==> src/rtl/pcm_sample_buffer.sv <==
// -----------------------------------------------------------------------------
// pcm_sample_buffer
//
// Ping-pong buffer for signed 24-bit PCM samples. This is also the producer end
// of the RAM consumer interface used by the VU meter and later audio consumers.
// Front-end samples fill one bank of BUFFER_DEPTH words while the other bank is
// streamed out. Each full bank is announced with a one-cycle buffer-ready
// pulse. The bank is then streamed over a valid/ready handshake. The read side
// then idles for GAP_CYCLES before it looks at the next bank.
//
// Optional feature: define SAMPLE_BUF_OVERFLOW_CNT_EN to build a 16-bit
// saturating dropped-sample counter on overflow_count_o. When the macro is
// undefined, that port is tied to zero. The sticky overflow_o flag is present
// in both builds.
//
// Ports:
//   clk_i               system clock
//   rst_i               asynchronous reset, active high
//   sample_i[23:0]      signed PCM sample from the front end
//   sample_valid_i      one-cycle strobe, sample_i valid
//   ram_read_data_o     sample to consumer (mem[rd_bank][rd_idx])
//   ram_read_valid_o    ram_read_data_o valid (STREAM state)
//   ram_read_ready_i    consumer ready
//   ram_buffer_ready_o  one-cycle pulse, a full bank is about to stream
//   overflow_o          sticky, a sample was dropped
//   overflow_count_o    dropped-sample count (0 without the counter feature)
//   debug_o[5:0]        {rd_state[1:0], full[1:0], wr_bank, overflow_o}
// -----------------------------------------------------------------------------

// One storage bank: register array with one write port and an asynchronous
// read port. The contents are reset so that the output data is 0 out of reset.
module pcm_sample_bank #(
  parameter int DEPTH = 16,
  parameter int AW    = $clog2(DEPTH)
) (
  input  logic          clk,
  input  logic          rst,
  input  logic          we,
  input  logic [AW-1:0] waddr,
  input  logic [23:0]   wdata,
  input  logic [AW-1:0] raddr,
  output logic [23:0]   rdata
);

  logic [DEPTH-1:0][23:0] mem;

  always_ff @(posedge clk or posedge rst) begin
    if (rst) begin
      mem <= '0;
    end else if (we) begin
      mem[waddr] <= wdata;
    end
  end

  assign rdata = mem[raddr];

endmodule

module pcm_sample_buffer #(
  parameter int BUFFER_DEPTH = 16,
  parameter int GAP_CYCLES   = 3
) (
  input  logic        clk_i,
  input  logic        rst_i,
  input  logic [23:0] sample_i,
  input  logic        sample_valid_i,
  output logic [23:0] ram_read_data_o,
  output logic        ram_read_valid_o,
  input  logic        ram_read_ready_i,
  output logic        ram_buffer_ready_o,
  output logic        overflow_o,
  output logic [15:0] overflow_count_o,
  output logic [5:0]  debug_o
);

  localparam int IW = $clog2(BUFFER_DEPTH);
  localparam int GW = (GAP_CYCLES > 1) ? $clog2(GAP_CYCLES) : 1;
  localparam logic [IW-1:0] LAST_IDX = IW'(BUFFER_DEPTH - 1);

  localparam logic [1:0] S_IDLE     = 2'd0;
  localparam logic [1:0] S_ANNOUNCE = 2'd1;
  localparam logic [1:0] S_STREAM   = 2'd2;
  localparam logic [1:0] S_GAP      = 2'd3;

  logic [1:0]        full;
  logic [1:0]        full_nxt;
  logic              wr_bank;
  logic              rd_bank;
  logic [IW-1:0]     wr_idx;
  logic [IW-1:0]     rd_idx;
  logic [1:0]        rd_state;
  logic [GW-1:0]     gap_cnt;
  logic              overflow;
  logic [1:0][23:0]  bank_rdata;

  logic wr_accept;
  logic wr_drop;
  logic wr_last;
  logic handshake;
  logic rd_last;

  // ---------------------------------------------------------------------------
  // Write side. There is no backpressure, so a sample is either stored or
  // dropped. full[] is the registered value. A bank released by the read side
  // on this same edge still looks full, so the sample is dropped.
  // ---------------------------------------------------------------------------
  assign wr_accept = sample_valid_i & ~full[wr_bank];
  assign wr_drop   = sample_valid_i &  full[wr_bank];
  assign wr_last   = wr_accept && (wr_idx == LAST_IDX);

  always_ff @(posedge clk_i or posedge rst_i) begin
    if (rst_i) begin
      wr_bank  <= 1'b0;
      wr_idx   <= '0;
      overflow <= 1'b0;
    end else begin
      if (wr_accept) begin
        if (wr_last) begin
          wr_idx  <= '0;
          wr_bank <= ~wr_bank;
        end else begin
          wr_idx  <= wr_idx + 1'b1;
        end
      end
      if (wr_drop) overflow <= 1'b1;
    end
  end

  for (genvar b = 0; b < 2; b++) begin : g_bank
    pcm_sample_bank #(
      .DEPTH (BUFFER_DEPTH),
      .AW    (IW)
    ) u_bank (
      .clk   (clk_i),
      .rst   (rst_i),
      .we    (wr_accept && (wr_bank == 1'(b))),
      .waddr (wr_idx),
      .wdata (sample_i),
      .raddr (rd_idx),
      .rdata (bank_rdata[b])
    );
  end

  // ---------------------------------------------------------------------------
  // Bank ownership. A set targets the bank being written, which is empty. A
  // clear targets the bank being read, which is full. So when both happen in
  // one cycle they always hit different banks, and both take effect.
  // ---------------------------------------------------------------------------
  always_comb begin
    full_nxt = full;
    if (wr_last) full_nxt[wr_bank] = 1'b1;
    if (rd_last) full_nxt[rd_bank] = 1'b0;
  end

  always_ff @(posedge clk_i or posedge rst_i) begin
    if (rst_i) full <= '0;
    else       full <= full_nxt;
  end

  // ---------------------------------------------------------------------------
  // Read FSM: IDLE -> ANNOUNCE (pulse) -> STREAM -> GAP -> IDLE.
  // The IDLE cycle after a bank fills is the cycle that decides to announce.
  // This gives a pulse one cycle after the last write and data one cycle later.
  // ---------------------------------------------------------------------------
  assign handshake = (rd_state == S_STREAM) && ram_read_ready_i;
  assign rd_last   = handshake && (rd_idx == LAST_IDX);

  always_ff @(posedge clk_i or posedge rst_i) begin
    if (rst_i) begin
      rd_state <= S_IDLE;
      rd_bank  <= 1'b0;
      rd_idx   <= '0;
      gap_cnt  <= '0;
    end else begin
      case (rd_state)
        S_IDLE: begin
          if (full[rd_bank]) begin
            rd_state <= S_ANNOUNCE;
            rd_idx   <= '0;
          end
        end
        S_ANNOUNCE: begin
          rd_state <= S_STREAM;
        end
        S_STREAM: begin
          if (handshake) begin
            // The index wraps to 0 on the last word of the bank.
            rd_idx <= rd_idx + 1'b1;
            if (rd_last) begin
              rd_bank  <= ~rd_bank;
              gap_cnt  <= '0;
              rd_state <= (GAP_CYCLES == 0) ? S_IDLE : S_GAP;
            end
          end
        end
        S_GAP: begin
          if (gap_cnt == GW'(GAP_CYCLES - 1)) rd_state <= S_IDLE;
          else                                gap_cnt  <= gap_cnt + 1'b1;
        end
        default: rd_state <= S_IDLE;
      endcase
    end
  end

  // ---------------------------------------------------------------------------
  // Outputs
  // ---------------------------------------------------------------------------
  assign ram_read_data_o    = bank_rdata[rd_bank];
  assign ram_read_valid_o   = (rd_state == S_STREAM);
  assign ram_buffer_ready_o = (rd_state == S_ANNOUNCE);
  assign overflow_o         = overflow;
  assign debug_o            = {rd_state, full, wr_bank, overflow};

`ifdef SAMPLE_BUF_OVERFLOW_CNT_EN
  logic [15:0] ovf_cnt;

  // Saturates at all-ones so a long overload never wraps back to a low count.
  always_ff @(posedge clk_i or posedge rst_i) begin
    if (rst_i)                              ovf_cnt <= '0;
    else if (wr_drop && ovf_cnt != 16'hFFFF) ovf_cnt <= ovf_cnt + 1'b1;
  end

  assign overflow_count_o = ovf_cnt;
`else
  assign overflow_count_o = '0;
`endif

endmodule

==> config.mk <==
export PLATFORM = sky130hd
export DESIGN_NAME = pcm_sample_buffer
export DESIGN_NICKNAME = d
export VERILOG_FILES = /design/src/rtl/pcm_sample_buffer.sv
export SDC_FILE = /design/constraint.sdc
export NUM_CORES = 1
export LEC_CHECK = 0
export ABC_AREA = 1
export BUFFER_PORTS_ARGS = -buffer_cell sky130_fd_sc_hd__buf_4
export CORE_ASPECT_RATIO = 1.2
export CORE_UTILIZATION = 40
export DETAILED_ROUTE_END_ITERATION = 7
export PLACE_DENSITY = 0.65
export SLEW_MARGIN = 0
export SYNTH_ARGS = -nofsm -noshare
export SYNTH_HDL_FRONTEND = slang
export SYNTH_SLANG_ARGS = --single-unit
==> constraint.sdc <==
create_clock -name clk_i -period 35.7 [get_ports clk_i]
set_clock_uncertainty 0.1 [all_clocks]
set_input_delay 7.14 -clock clk_i [delete_from_list [all_inputs] [get_ports clk_i]]
set_output_delay 7.14 -clock clk_i [all_outputs]
set_load 0.005 [all_outputs]
* Word-level counts from Yosys, hierarchy flattened *
Cells that the tools add are included.

operators by class
  $add $sub $neg = 3
  $lt $le $gt $ge = 7
  eq/ne operators = 11
  multiplexer cells = 33
  bitwise logic cells = 8
  reductions and logical operators = 16

operators by type and width
  operator               count
  $bwmux W384            2
  $bmux W24 S4           2
  $mux W24               5
  $demux W24 S4          1
  $mux W2                9
  $mux W4                3
  $lt A4 B5 Y1 const B   2
  $add A4 B1 Y4 const B  2
  $eq A4 B4 Y1 const B   2
  $logic_and A1 B1 Y1    8
  $pmux W2 S4            1
  $pmux W4 S2            1
  $reduce_and A4 Y1      2
  $eq A2 B2 Y1 const B   3
  $mux W1                6
  $ne A2 B2 Y1 const B   3
  $reduce_and A3 Y1      2
  $ge A4 B1 Y1 const B   1
  $lt A1 B2 Y1 const B   2
  $ne A2 B1 Y1 const B   2
  $pmux W2 S2            1
  $reduce_bool A2 Y1     2
  $not A1 Y1             3
  $add A2 B1 Y2 const B  1
  other kinds (9)        12

storage, ports and cells
  register bits = 785
  bits of input ports = 28
  output and inout port bits = 49
  word-level logic and storage cells = 118

* Depth between registers and ports, before layout *
  depth after elaboration = 8
  mapped depth = 12
  depth with buffers taken out = 10

* By module *
Synthesis repeated with hierarchy kept, for this count alone.

unflattened totals
  cell total of the unflattened synthesis = 5205
  area total of the unflattened synthesis = 39283.9 um^2

by module, submodules not included
  module                              instances  cells each  area an instance (um^2)  sequential area each (um^2)
  pcm_sample_bank (g_bank[1].u_bank)  1          2490        18911.9                  9609.2
  pcm_sample_bank (g_bank[0].u_bank)  1          2490        18906.9                  9609.2
  pcm_sample_buffer                   1          225         1465.2                   425.4

* Worst setup path before layout *
No wires, ideal clock.

  path type = register to output
  from = register rd_idx[0]
  to = output port ram_read_data_o[10]
  arrival = 1.518 ns
  required time = 28.460 ns
  setup slack = 26.942 ns
  stages on the path, launching flop included = 13
  path buffers = 3
  cell sequence = dfrtp_1 buf_2 inv_2 buf_2 buf_1 nand2_1 nand3_1 nand3_1 nand2_1 nand2_1 nand2_1 nand2_1 nand2_1

between the ends
  word-level cells in the longest chain between the ends = 4
  elaborated cells between the ends (all ways) = 6
  those cells by class = 6 x mux

ends and longest elaborated chain
  item                                              line  text
  from (decl)                                       90    logic [IW-1:0] rd_idx;
  from (signal assigned)                            188   rd_idx <= rd_idx + 1'b1;
  $bmux W24 S4                                      55    assign rdata = mem[raddr];
  $mux W24 (implied by the code)                    55
  $mux W24 (implied by the code) (*) (2 in series)  208   assign ram_read_data_o = bank_rdata[rd_bank];
  to (decl)                                         67    output logic [23:0] ram_read_data_o,

Mark *: on every way between the ends. The rest lies on a longest branch, timed or not. The select of a mux whose other input is x is not followed.

* Final worst setup path *
  from = register rd_idx[0]
  to = output port ram_read_data_o[11]

Same word-level chain as after synthesis.

==> summary.md <==
| Metric | Value |
|---|---|
| CTS Hold Bufs | `0` |
| Synth Area per Inst | `7.92 um2` |
| Min cycle time layout | `11,360 ps` |
| Mapped Cells | `4,569` |
| Data arrival, critical path | `4120 ps` |
| Die area | `0.0917 mm2` |
| Worst setup EP type | `primary output` |
| FMAX | `88.1 MHz` |
| Clock root buffer | `clkbuf_16` |
| Final Hold Violating Endpoints | `0` |
| DRT iter0 DRCs | `2,973` |
| Post-synth ARST share | `1.00` |
| Hold Path End | `g_bank[1].u_bank.mem[199]$_DFFE_PP0P_` |
| Slew Limit Fails | `0` |
| Total Wirelength | `110,000 um` |
| Crit share post-route | `0.318` |
| Power Density | `89.6 mW/mm2` |
| Row cnt | `120` |
| Fillers | `8,850` |
| Leakage power | `0.0185 uW` |
| Vias | `30,400` |
| Hold Startpoint | `g_bank[1].u_bank.mem[199]$_DFFE_PP0P_` |
| Unrepaired setup endpoints after global routing | `false` |
| CTS tree | `built` |
| Commonest cells after routing, fill and taps aside | `nand2_1 (1,657), dfrtp_1 (781), nand3_1 (582), o21ai_0 (352), nor2_1 (231)` |
| DRT Pass-1 Iters | `5` |
| Global-route wire length before repair | `171,000 um` |
| WL/cell | `19.6 um` |
| Io pins | `77` |
| Chip height | `331 um` |
| Hold depth | `2` |
| Starting Density | `0.404` |
| Worst flop-to-flop path startpoint | `full[0]$_DFF_PP0_` |
| Area of the multi-input gates | `0.0145 mm2` |
| Worst Path Max Fanout | `81` |
| Antenna violations before repair | `2` |
| Placer congestion estimate | `0.845` |
| Reg2reg path depth | `7` |
| Max_cap viols | `0` |
| Rel. slew slack | `0.104` |
| Most common cell after layout, fill and taps aside | `nand2_1` |
| GR Overflow Total | `0` |
| Clock buffers created by TritonCTS | `81` |
| Area Growth Syn to Fin | `9.01%` |
| Critical path class | `reg -> out` |
| Post-route ant nets | `0` |
| # Post-CTS Setup Buffers | `0` |
| Longest Clk Path Bufs | `3` |
| Register area share after synthesis | `0.543` |
| Die X | `277 um` |
| Peak VDD IR | `71.8 uV` |
| Worst Hold Class | `reg -> reg` |
| Final nets | `4,403` |
| Status | `finished clean` |
| Cts repair resizes | `0` |
| Worst slew pin tran | `1340 ps` |
| Largest net degree at the start of global routing | `199` |
| Synth Register Bits | `785` |
| Gr usage total | `0.240` |
| Port bufs | `60` |
| Reg area | `0.0197 mm2` |
| Final setup fails | `0` |
| Startpoint types | `register` |
| Worst R2R Setup Slack | `32,370 ps` |
| Vias in the first global route | `28,700` |
| H-Tree Depth | `3` |
| Post-synth EDFFs | `0` |
| Detailed-route DRC error count | `0` |
| Netlist cell types | `26` |
| Clock sinks | `785` |
| Post-synth top flop | `dfrtp_1` |
| Post-Syn Area | `0.0362 mm2` |
| Synth warnings | `0` |
| HPWL after detailed placement | `60,400 um` |
| Clk Latency, worst-skew pair | `640 ps` |
| Hold_ws | `383 ps` |
| RR Endpoint | `g_bank[0].u_bank.mem[223]$_DFFE_PP0P_` |
| Data required time at the worst endpoint | `28,460 ps` |
| Clk slew on worst S/H paths | `60 ps` |
| Core Util, Final | `0.441` |
| Setup TNS | `0 ps` |
| Share of cells above drive strength 1 | `0.0671` |
| Core area | `0.0895 mm2` |
| DR vias/cell | `5.43` |
[worst max-delay path, cell delays in order (launching register included)]
cell,delay [ps]
dfrtp_4,740
buf_4,750
buf_4,840
nand2_1,100
nand3_1,130
nand3_1,100
nand2_1,130
nand2_1,60
nand2_1,100
nand2_1,50
nand2_1,210
buf_4,150
[layout make-up]
cell class	instances	share of cell area
timing repair buffer	114	0.0223
clock buffer	123	0.0628
tap	1159	0.0368
clock inverter	22	0.00552
sequential	785	0.498
multi-input combinational	3328	0.368
antenna	1	0.0000634
inverter	54	0.00577
[flip-flops by register name, summed over array words and instances (netlist names)]
register	count
rd_state	2
wr_bank	1
rd_bank	1
g_bank.u_bank.mem	768
full	2
gap_cnt	2
overflow_o	1
rd_idx	4
wr_idx	4
[synthesized netlist by cell type, types with 26 or more instances]
cell type | count | area, um2
a21oi_1 | 220 | 1100
clkbuf_1 | 204 | 766
inv_1 | 48 | 180
dfrtp_1 | 785 | 19600
nor2_1 | 239 | 897
o21ai_0 | 352 | 1760
buf_4 | 26 | 195
o21ai_1 | 210 | 1050
buf_2 | 128 | 641
nand3_1 | 584 | 2920
buf_1 | 41 | 154
nand2_1 | 1665 | 6250
[report_power, final]
group          total [uW]  internal (uW)  switching [uW]  leakage [uW]
Clock                 860            494             366       0.00132
Sequential           1450           1250             204        0.0103
Combinational        1230            437             789       0.00694
[metrics by stage]
stage	power, uW	area [um2]	cells	setup slack (ps)
finish	3540	39400	5586	24340
global route	3800	39400	5585	24120
detailed placement	2680	36800	5440	24680
floorplan	2310	36200	4584	6420
CTS	3540	39400	5585	24330
global placement	2640	36800	5440	24720
[worst max path at each step]
stage	start	end	slack [ps]	depth (start not counted)
floorplan	rst_i	full[0]$_DFF_PP0_	6420	1
global placement	rst_i	g_bank[1].u_bank.mem[349]$_DFFE_PP0P_	24720	5
detailed placement	rst_i	g_bank[1].u_bank.mem[349]$_DFFE_PP0P_	24680	5
CTS	rd_idx[0]$_DFFE_PP0P_	ram_read_data_o[11]	24330	11
global route	rd_idx[0]$_DFFE_PP0P_	ram_read_data_o[11]	24120	11
finish	rd_idx[0]$_DFFE_PP0P_	ram_read_data_o[11]	24340	11
[logic make-up after synthesis]
group	share of synthesized area
compound gates	0.109
xor+xnor	0.000726
fa+ha+maj	0.00380
buf+inv	0.0597
flops	0.543
other cells	0.000104
simple gates	0.284
[metal layers]
layer | track usage | routed length, um | up-vias
li1 | - | - | 14400
met1 | 0.318 | 46400 | 14600
met2 | 0.393 | 51500 | 1085
met3 | 0.0344 | 7440 | 241
met4 | 0.100 | 4210 | 4
met5 | 0.00471 | 75 | -
(Power assumes the default switching activity.)
